--- src/rtl/reg_writeback_pkg.sv ---
// reg_writeback_pkg: shared writeback entry type and register-file sizing
package reg_writeback_pkg;

    localparam int DATA_W     = 32;
    localparam int REG_ADDR_W = 5;

    function automatic int reg_count(input int aw);
        return 1 << aw;
    endfunction

    localparam int NUM_REGS = reg_count(REG_ADDR_W);

    typedef struct packed {
        logic [REG_ADDR_W-1:0] rd;
        logic [DATA_W-1:0]     data;
    } wb_entry_t;

endpackage

--- src/rtl/wb_fifo.sv ---
// wb_fifo: circular writeback queue with head/tail/count, cleared on reset
module wb_fifo
    import reg_writeback_pkg::*;
#(
    parameter int W     = $bits(wb_entry_t),
    parameter int DEPTH = 4
) (
    input  logic                       clk,
    input  logic                       rst_n,
    input  logic                       push,
    input  logic [W-1:0]               din,
    input  logic                       pop,
    output logic [W-1:0]               dout,
    output logic [$clog2(DEPTH+1)-1:0] count
);

    localparam int PW = $clog2(DEPTH);
    localparam int CW = $clog2(DEPTH+1);

    logic [W-1:0]  mem [DEPTH];
    logic [PW-1:0] head, tail;

    assign dout = mem[head];

    // Storage and pointers; a push and pop together leave count unchanged
    always_ff @(posedge clk or negedge rst_n) begin
        if (!rst_n) begin
            mem   <= '{default: '0};
            head  <= '0;
            tail  <= '0;
            count <= '0;
        end else begin
            if (push) begin
                mem[tail] <= din;
                tail      <= (tail == PW'(DEPTH-1)) ? '0 : tail + 1'b1;
            end
            if (pop)
                head <= (head == PW'(DEPTH-1)) ? '0 : head + 1'b1;
            count <= count + CW'(push) - CW'(pop);
        end
    end

endmodule

--- src/rtl/reg_writeback.sv ---
// reg_writeback: arbitrates load/ALU results into a write queue and tracks pending destinations
module reg_writeback
    import reg_writeback_pkg::*;
#(
    parameter int DATA_WIDTH     = DATA_W,
    parameter int REG_ADDR_WIDTH = REG_ADDR_W,
    parameter int DEPTH          = 4
) (
    input  logic                      clk,
    input  logic                      rst_n,
    input  logic                      ld_valid,
    input  logic [REG_ADDR_WIDTH-1:0] ld_rd,
    input  logic [DATA_WIDTH-1:0]     ld_data,
    output logic                      ld_ready,
    input  logic                      alu_valid,
    input  logic [REG_ADDR_WIDTH-1:0] alu_rd,
    input  logic [DATA_WIDTH-1:0]     alu_data,
    output logic                      alu_ready,
    input  logic                      issue_valid,
    input  logic [REG_ADDR_WIDTH-1:0] issue_rd,
    output logic                      issue_ready,
    input  logic [REG_ADDR_WIDTH-1:0] rs1,
    input  logic [REG_ADDR_WIDTH-1:0] rs2,
    output logic                      busy1,
    output logic                      busy2,
    output logic                      WE3,
    output logic [REG_ADDR_WIDTH-1:0] AD3,
    output logic [DATA_WIDTH-1:0]     WD3
);

    localparam int NREGS = reg_count(REG_ADDR_WIDTH);
    localparam int CW    = $clog2(DEPTH+1);
    localparam int EW    = REG_ADDR_WIDTH + DATA_WIDTH;

    logic [CW-1:0]    count;
    logic [EW-1:0]    head_entry, enq_entry;
    logic             deq, ld_fire, alu_fire, enq;
    logic [NREGS-1:0] pending, pending_nxt;

    assign deq         = count != '0;
    assign WE3         = deq;
    assign {AD3, WD3}  = head_entry;
    assign ld_ready    = (count < CW'(DEPTH)) || deq;
    assign alu_ready   = ld_ready && !ld_valid;
    assign ld_fire     = ld_valid && ld_ready;
    assign alu_fire    = alu_valid && alu_ready;
    // Writes to r0 complete the handshake but are never queued
    assign enq         = (ld_fire && ld_rd != '0) || (alu_fire && alu_rd != '0);
    assign enq_entry   = ld_valid ? {ld_rd, ld_data} : {alu_rd, alu_data};
    assign issue_ready = !pending[issue_rd];
    assign busy1       = pending[rs1];
    assign busy2       = pending[rs2];

    wb_fifo #(.W(EW), .DEPTH(DEPTH)) u_fifo (
        .clk   (clk),
        .rst_n (rst_n),
        .push  (enq),
        .din   (enq_entry),
        .pop   (deq),
        .dout  (head_entry),
        .count (count)
    );

    // Scoreboard update: retire the written register, mark a newly issued one; r0 never pending
    always_comb begin
        pending_nxt = pending;
        if (deq)
            pending_nxt[AD3] = 1'b0;
        if (issue_valid && issue_ready)
            pending_nxt[issue_rd] = 1'b1;
        pending_nxt[0] = 1'b0;
    end

    // Scoreboard register
    always_ff @(posedge clk or negedge rst_n) begin
        if (!rst_n)
            pending <= '0;
        else
            pending <= pending_nxt;
    end

endmodule

--- config.mk ---
export PLATFORM = sky130hd
export DESIGN_NAME = reg_writeback
export DESIGN_NICKNAME = d
export VERILOG_FILES = /design/src/rtl/reg_writeback_pkg.sv /design/src/rtl/wb_fifo.sv /design/src/rtl/reg_writeback.sv
export SDC_FILE = /design/constraint.sdc
export NUM_CORES = 1
export LEC_CHECK = 0
export ABC_AREA = 1
export CAP_MARGIN = 20
export CORE_UTILIZATION = 30
export CTS_BUF_LIST = sky130_fd_sc_hd__clkbuf_16
export DETAILED_ROUTE_END_ITERATION = 16
export SYNTH_ARGS = -nofsm -noshare
export SYNTH_HDL_FRONTEND = slang
export SYNTH_SLANG_ARGS = --single-unit
--- constraint.sdc ---
create_clock -name clk -period 2.5 [get_ports clk]
set_clock_uncertainty 0.05 [all_clocks]
set_input_delay 0.5 -clock clk [delete_from_list [all_inputs] [get_ports clk]]
set_output_delay 0.5 -clock clk [all_outputs]
set_load 0.02 [all_outputs]
==> impl_results.html <==
<table>
<tr><th>Metric</th><th>Value</th></tr>
<tr><th colspan="2">Floorplanning</th></tr>
<tr><td>Die Y-Extent</td><td>189 µm</td></tr>
<tr><td>Number of placement rows</td><td>between 60 and 70</td></tr>
<tr><td>Core outline area</td><td>around 0.035 mm²</td></tr>
<tr><td>Top-level I/O count</td><td>137</td></tr>
<tr><td>Die Span X</td><td>189 µm</td></tr>
<tr><td>Total die area</td><td>0.0358 mm²</td></tr>
<tr><td>Initial core utilization</td><td>30.5%</td></tr>
<tr><th colspan="2">Logic synthesis</th></tr>
<tr><td>Number of synthesized flops with an enable pin</td><td>0</td></tr>
<tr><td>Mapped cell area</td><td>0.0105 mm²</td></tr>
<tr><td>Syn Nets</td><td>1,591</td></tr>
<tr><td>Synth cell types</td><td>34</td></tr>
<tr><td>Sequential fraction of the synthesis area</td><td>44.2%</td></tr>
<tr><td>#FFs+latches synth</td><td>~190</td></tr>
<tr><td>Synth warn</td><td>0</td></tr>
<tr><td>Post-Synthesis Mean Instance Area</td><td>7.07 µm²</td></tr>
<tr><td>Number of instances in the synthesized netlist</td><td>1,489</td></tr>
<tr><td>Top FF cell, synth</td><td>dfrtp_1</td></tr>
<tr><td>Async set or reset register ratio after synthesis</td><td>100%</td></tr>
<tr><th colspan="2">Global route</th></tr>
<tr><td>Maximum number of pins on one net before global-route repair</td><td>just over 90</td></tr>
<tr><td>Number of global-route vias before repair</td><td>10,100</td></tr>
<tr><td>GRT Util Overall</td><td>19.4%</td></tr>
<tr><td>Initial antenna violation count</td><td>0</td></tr>
<tr><td>Overflow after GRT</td><td>0</td></tr>
<tr><td>Wire length of the first global-routing pass</td><td>54.9 mm</td></tr>
<tr><th colspan="2">Route</th></tr>
<tr><td>DRT antenna net count</td><td>0</td></tr>
<tr><td>Via total after detailed routing</td><td>10,400</td></tr>
<tr><td>Via count normalized by instance count</td><td>5.00</td></tr>
<tr><td>Total wirelength of the detailed-routed design</td><td>34.0 mm</td></tr>
<tr><td>DRC violations left</td><td>0</td></tr>
<tr><td>Routed wire per std cell</td><td>16.3 µm</td></tr>
<tr><td>Violation count after the first detailed-routing iteration</td><td>approximately 860</td></tr>
<tr><td>Initial DRT Pass Iterations</td><td>7</td></tr>
<tr><th colspan="2">Finish</th></tr>
<tr><td>Net count reported at finish</td><td>1,716</td></tr>
<tr><td>ANT cells</td><td>0</td></tr>
<tr><td>Layout area overhead</td><td>26.3%</td></tr>
<tr><td>Filler instances</td><td>~3,600</td></tr>
<tr><td>Layout cells sized above 1</td><td>11.8%</td></tr>
<tr><th colspan="2">Clock tree</th></tr>
<tr><td>Number of buffers added by the clock tree synthesis step</td><td>17</td></tr>
<tr><td>Largest buffer count on any clock path</td><td>2</td></tr>
<tr><td>Number of levels the H-tree was split into</td><td>4</td></tr>
<tr><td>Clock root buffer master</td><td>clkbuf_16</td></tr>
<tr><td>Register clock-pin slew on the reported worst setup and hold paths</td><td>0.08 ns</td></tr>
<tr><td>CTS tree</td><td>done</td></tr>
<tr><td>Worst skew pair latency</td><td>0.44 ns</td></tr>
<tr><td>TritonCTS sink count</td><td>186</td></tr>
<tr><th colspan="2">Timing</th></tr>
<tr><td>Final setup violation count</td><td>0</td></tr>
<tr><td>Final worst path period share</td><td>98.1%</td></tr>
<tr><td>Hold Worst Slack</td><td>0.438 ns</td></tr>
<tr><td>Actual slew at the worst max-slew pin</td><td>0.661 ns</td></tr>
<tr><td>Setup repair after global routing missed its margin</td><td>yes</td></tr>
<tr><td>Worst slew margin</td><td>55.9%</td></tr>
<tr><td>Min Clock Period, post-route</td><td>2.45 ns</td></tr>
<tr><td>Hold Fails Final Rpt</td><td>0</td></tr>
<tr><td>Max-slew violation count</td><td>0</td></tr>
<tr><td>Maximum achievable frequency</td><td>408 MHz</td></tr>
<tr><th colspan="2">Worst setup path</th></tr>
<tr><td>Type of the worst setup path</td><td>reg2out</td></tr>
<tr><td>Worst Setup End Kind</td><td>output port</td></tr>
<tr><td>Crit path required time</td><td>1.95 ns</td></tr>
<tr><td>Kind of start point of the critical path</td><td>flip-flop</td></tr>
<tr><td>Flop2flop setup slack</td><td>about 0.37 ns</td></tr>
<tr><td>Critical path fanouts, max</td><td>19</td></tr>
<tr><td>Worst path arrival time</td><td>1.90 ns</td></tr>
<tr><td>Worst reg2reg path startpoint</td><td>u_fifo.count[1]</td></tr>
<tr><td>Worst reg2reg path endpoint</td><td>u_fifo.count[2]</td></tr>
<tr><td>FF-to-FF path depth</td><td>8</td></tr>
<tr><th colspan="2">Hold path</th></tr>
<tr><td>Worst min-delay path category</td><td>reg2reg</td></tr>
<tr><td>Source of the worst hold timing path</td><td>u_fifo.mem[123]</td></tr>
<tr><td>Cell depth of the worst min-delay path</td><td>2</td></tr>
<tr><td>Hold-critical path endpoint</td><td>u_fifo.mem[123]</td></tr>
<tr><th colspan="2">Power and ir drop</th></tr>
<tr><td>Overall Power</td><td>16.5 mW</td></tr>
<tr><td>Power per unit of standard cell area</td><td>around 1200 mW/mm²</td></tr>
<tr><td>Worst ir drop on vdd</td><td>between 0.6 and 0.7 mV</td></tr>
<tr><td>Leakage power</td><td>6.49 nW</td></tr>
<tr><th colspan="2">Outcome</th></tr>
<tr><td>Run status</td><td>complete, no violations</td></tr>
<tr><th colspan="2">Placement</th></tr>
<tr><td>Post-DP HPWL</td><td>~21 mm</td></tr>
<tr><td>Final RePlAce weighted congestion</td><td>0.872</td></tr>
<tr><td>Input/output buffers</td><td>135</td></tr>
<tr><th colspan="2">Flow run</th></tr>
<tr><td>Count of max-cap constraint violations</td><td>0</td></tr>
</table>
==> where the power goes <==
group / internal (mW) / switching [mW]
clock: 1.44 / 1.52
combinational: 2.81 / 5.33
sequential: 4.38 / 1.01
total: 8.62 / 7.86
==> layout by cell type, fill, tap and decap left out, types with 5 or more instances in the layout <==
cell type	count
a21oi_1	8
buf_12	11
buf_2	9
buf_4	48
buf_6	6
clkbuf_16	17
clkbuf_2	18
clkdlybuf4s15_2	5
clkdlybuf4s50_1	86
clkinv_8	5
dfrtp_1	184
dlygate4sd2_1	7
ha_1	7
inv_1	42
inv_12	5
inv_2	9
inv_4	8
nand2_1	619
nand2_2	12
nand3_1	54
nand4_1	32
nor2_1	105
nor2_4	6
nor3_4	6
o21ai_0	206
o21ai_1	37
o22ai_1	28
==> metal layers <==
| metal | up-vias | track usage [%] | share of wire, % |
|---|---|---|---|
| met4 | 0 | 7.60 | 2.7 |
| met1 | 4903 | 25.8 | 45 |
| met3 | 63 | 3.80 | 6.2 |
| met5 | - | 0 | 0 |
| li1 | 5064 | - | - |
| met2 | 371 | 31.0 | 46 |
==> flip-flops by register name, indices dropped and copies added (netlist names) <==
signal        flops
pending          31
u_fifo.tail       2
u_fifo.mem      148
u_fifo.count      3
u_fifo.head       2
==> cell families after synthesis <==
kind of cell	Yosys count	synth area share, %
AO/OA/AOI/OAI	289	14.3
XOR/XNOR	2	0.167
adder cells (fa/ha/maj)	8	1.02
buffers and inverters	157	7.52
flip-flops	186	44.2
other	1	0.0356
AND/OR/NAND/NOR	846	32.7
==> final cells by class <==
type	instances	area (µm²)	share of cell area, %
multi-input combinational	1146	5190	39.1
sequential	186	4660	35.0
timing repair buffer	203	1960	14.8
tap	455	569	4.28
clock buffer	17	425	3.20
inverter	60	245	1.85
clock inverter	15	234	1.76
==> worst max-delay path: stages, from the launching register on <==
cell	delay [ns]
dfrtp_2	0.44
inv_2	0.15
buf_12	0.20
o21ai_0	0.10
o22ai_1	0.22
clkdlybuf4s15_1	0.35
==> how the worst max path moves through the flow <==
stage	end	cells after the start	startpoint	slack (ns)
after CTS	issue_ready	8	issue_rd[3]	-0.20
after global placement	issue_ready	8	issue_rd[4]	-0.53
after floorplan	u_fifo.count[2]	8	u_fifo.count[1]	0.42
after global routing	WD3[10]	5	u_fifo.head[0]	-0.002
final	WD3[25]	5	u_fifo.head[1]	0.05
after detailed placement	issue_ready	8	issue_rd[4]	-0.52
==> through the flow <==
| step | instance area (µm²) | instances | setup WS, ns | setup TNS (ns) | util, % |
|---|---|---|---|---|---|
| global route | 13300 | 2082 | -0.00160 | -0.00176 | 38.5 |
| detailed placement | 12500 | 2044 | -0.521 | -5.49 | 36.2 |
| finish | 13300 | 2082 | 0.0481 | 0 | 38.5 |
| CTS | 13300 | 2079 | -0.196 | -0.231 | 38.4 |
| global placement | 12500 | 2044 | -0.527 | -6.61 | 36.2 |
| floorplan | 10500 | 1489 | 0.415 | 0 | - |
==> cell usage after synthesis (all sizes together), types with 2 or more instances <==
library cell	count	area share, %
xnor2	2	0.17
inv	58	2.1
ha	7	0.83
clkinv	2	0.071
nand4	32	1.9
clkbuf	44	1.7
o21ai	245	12
nor2	116	4.7
o211ai	4	0.29
o22ai	32	1.9
nor3	9	0.43
buf	53	3.6
dfrtp	186	44
nand3	55	2.7
a21oi	8	0.38
nand2	633	23
==> repair_timing <==
| action | CTS | global route |
|---|---|---|
| endpoints found under the hold margin | 38 | 0 |
| pin swaps | 2 | 2 |
| gates cloned | 2 | 0 |
| hold buffers | 1 | 0 |
| resized for setup | 95 | 77 |
| setup buffers | 0 | 2 |
| setup endpoints to repair | 41 | 38 |
(Power assumes the default switching activity.)
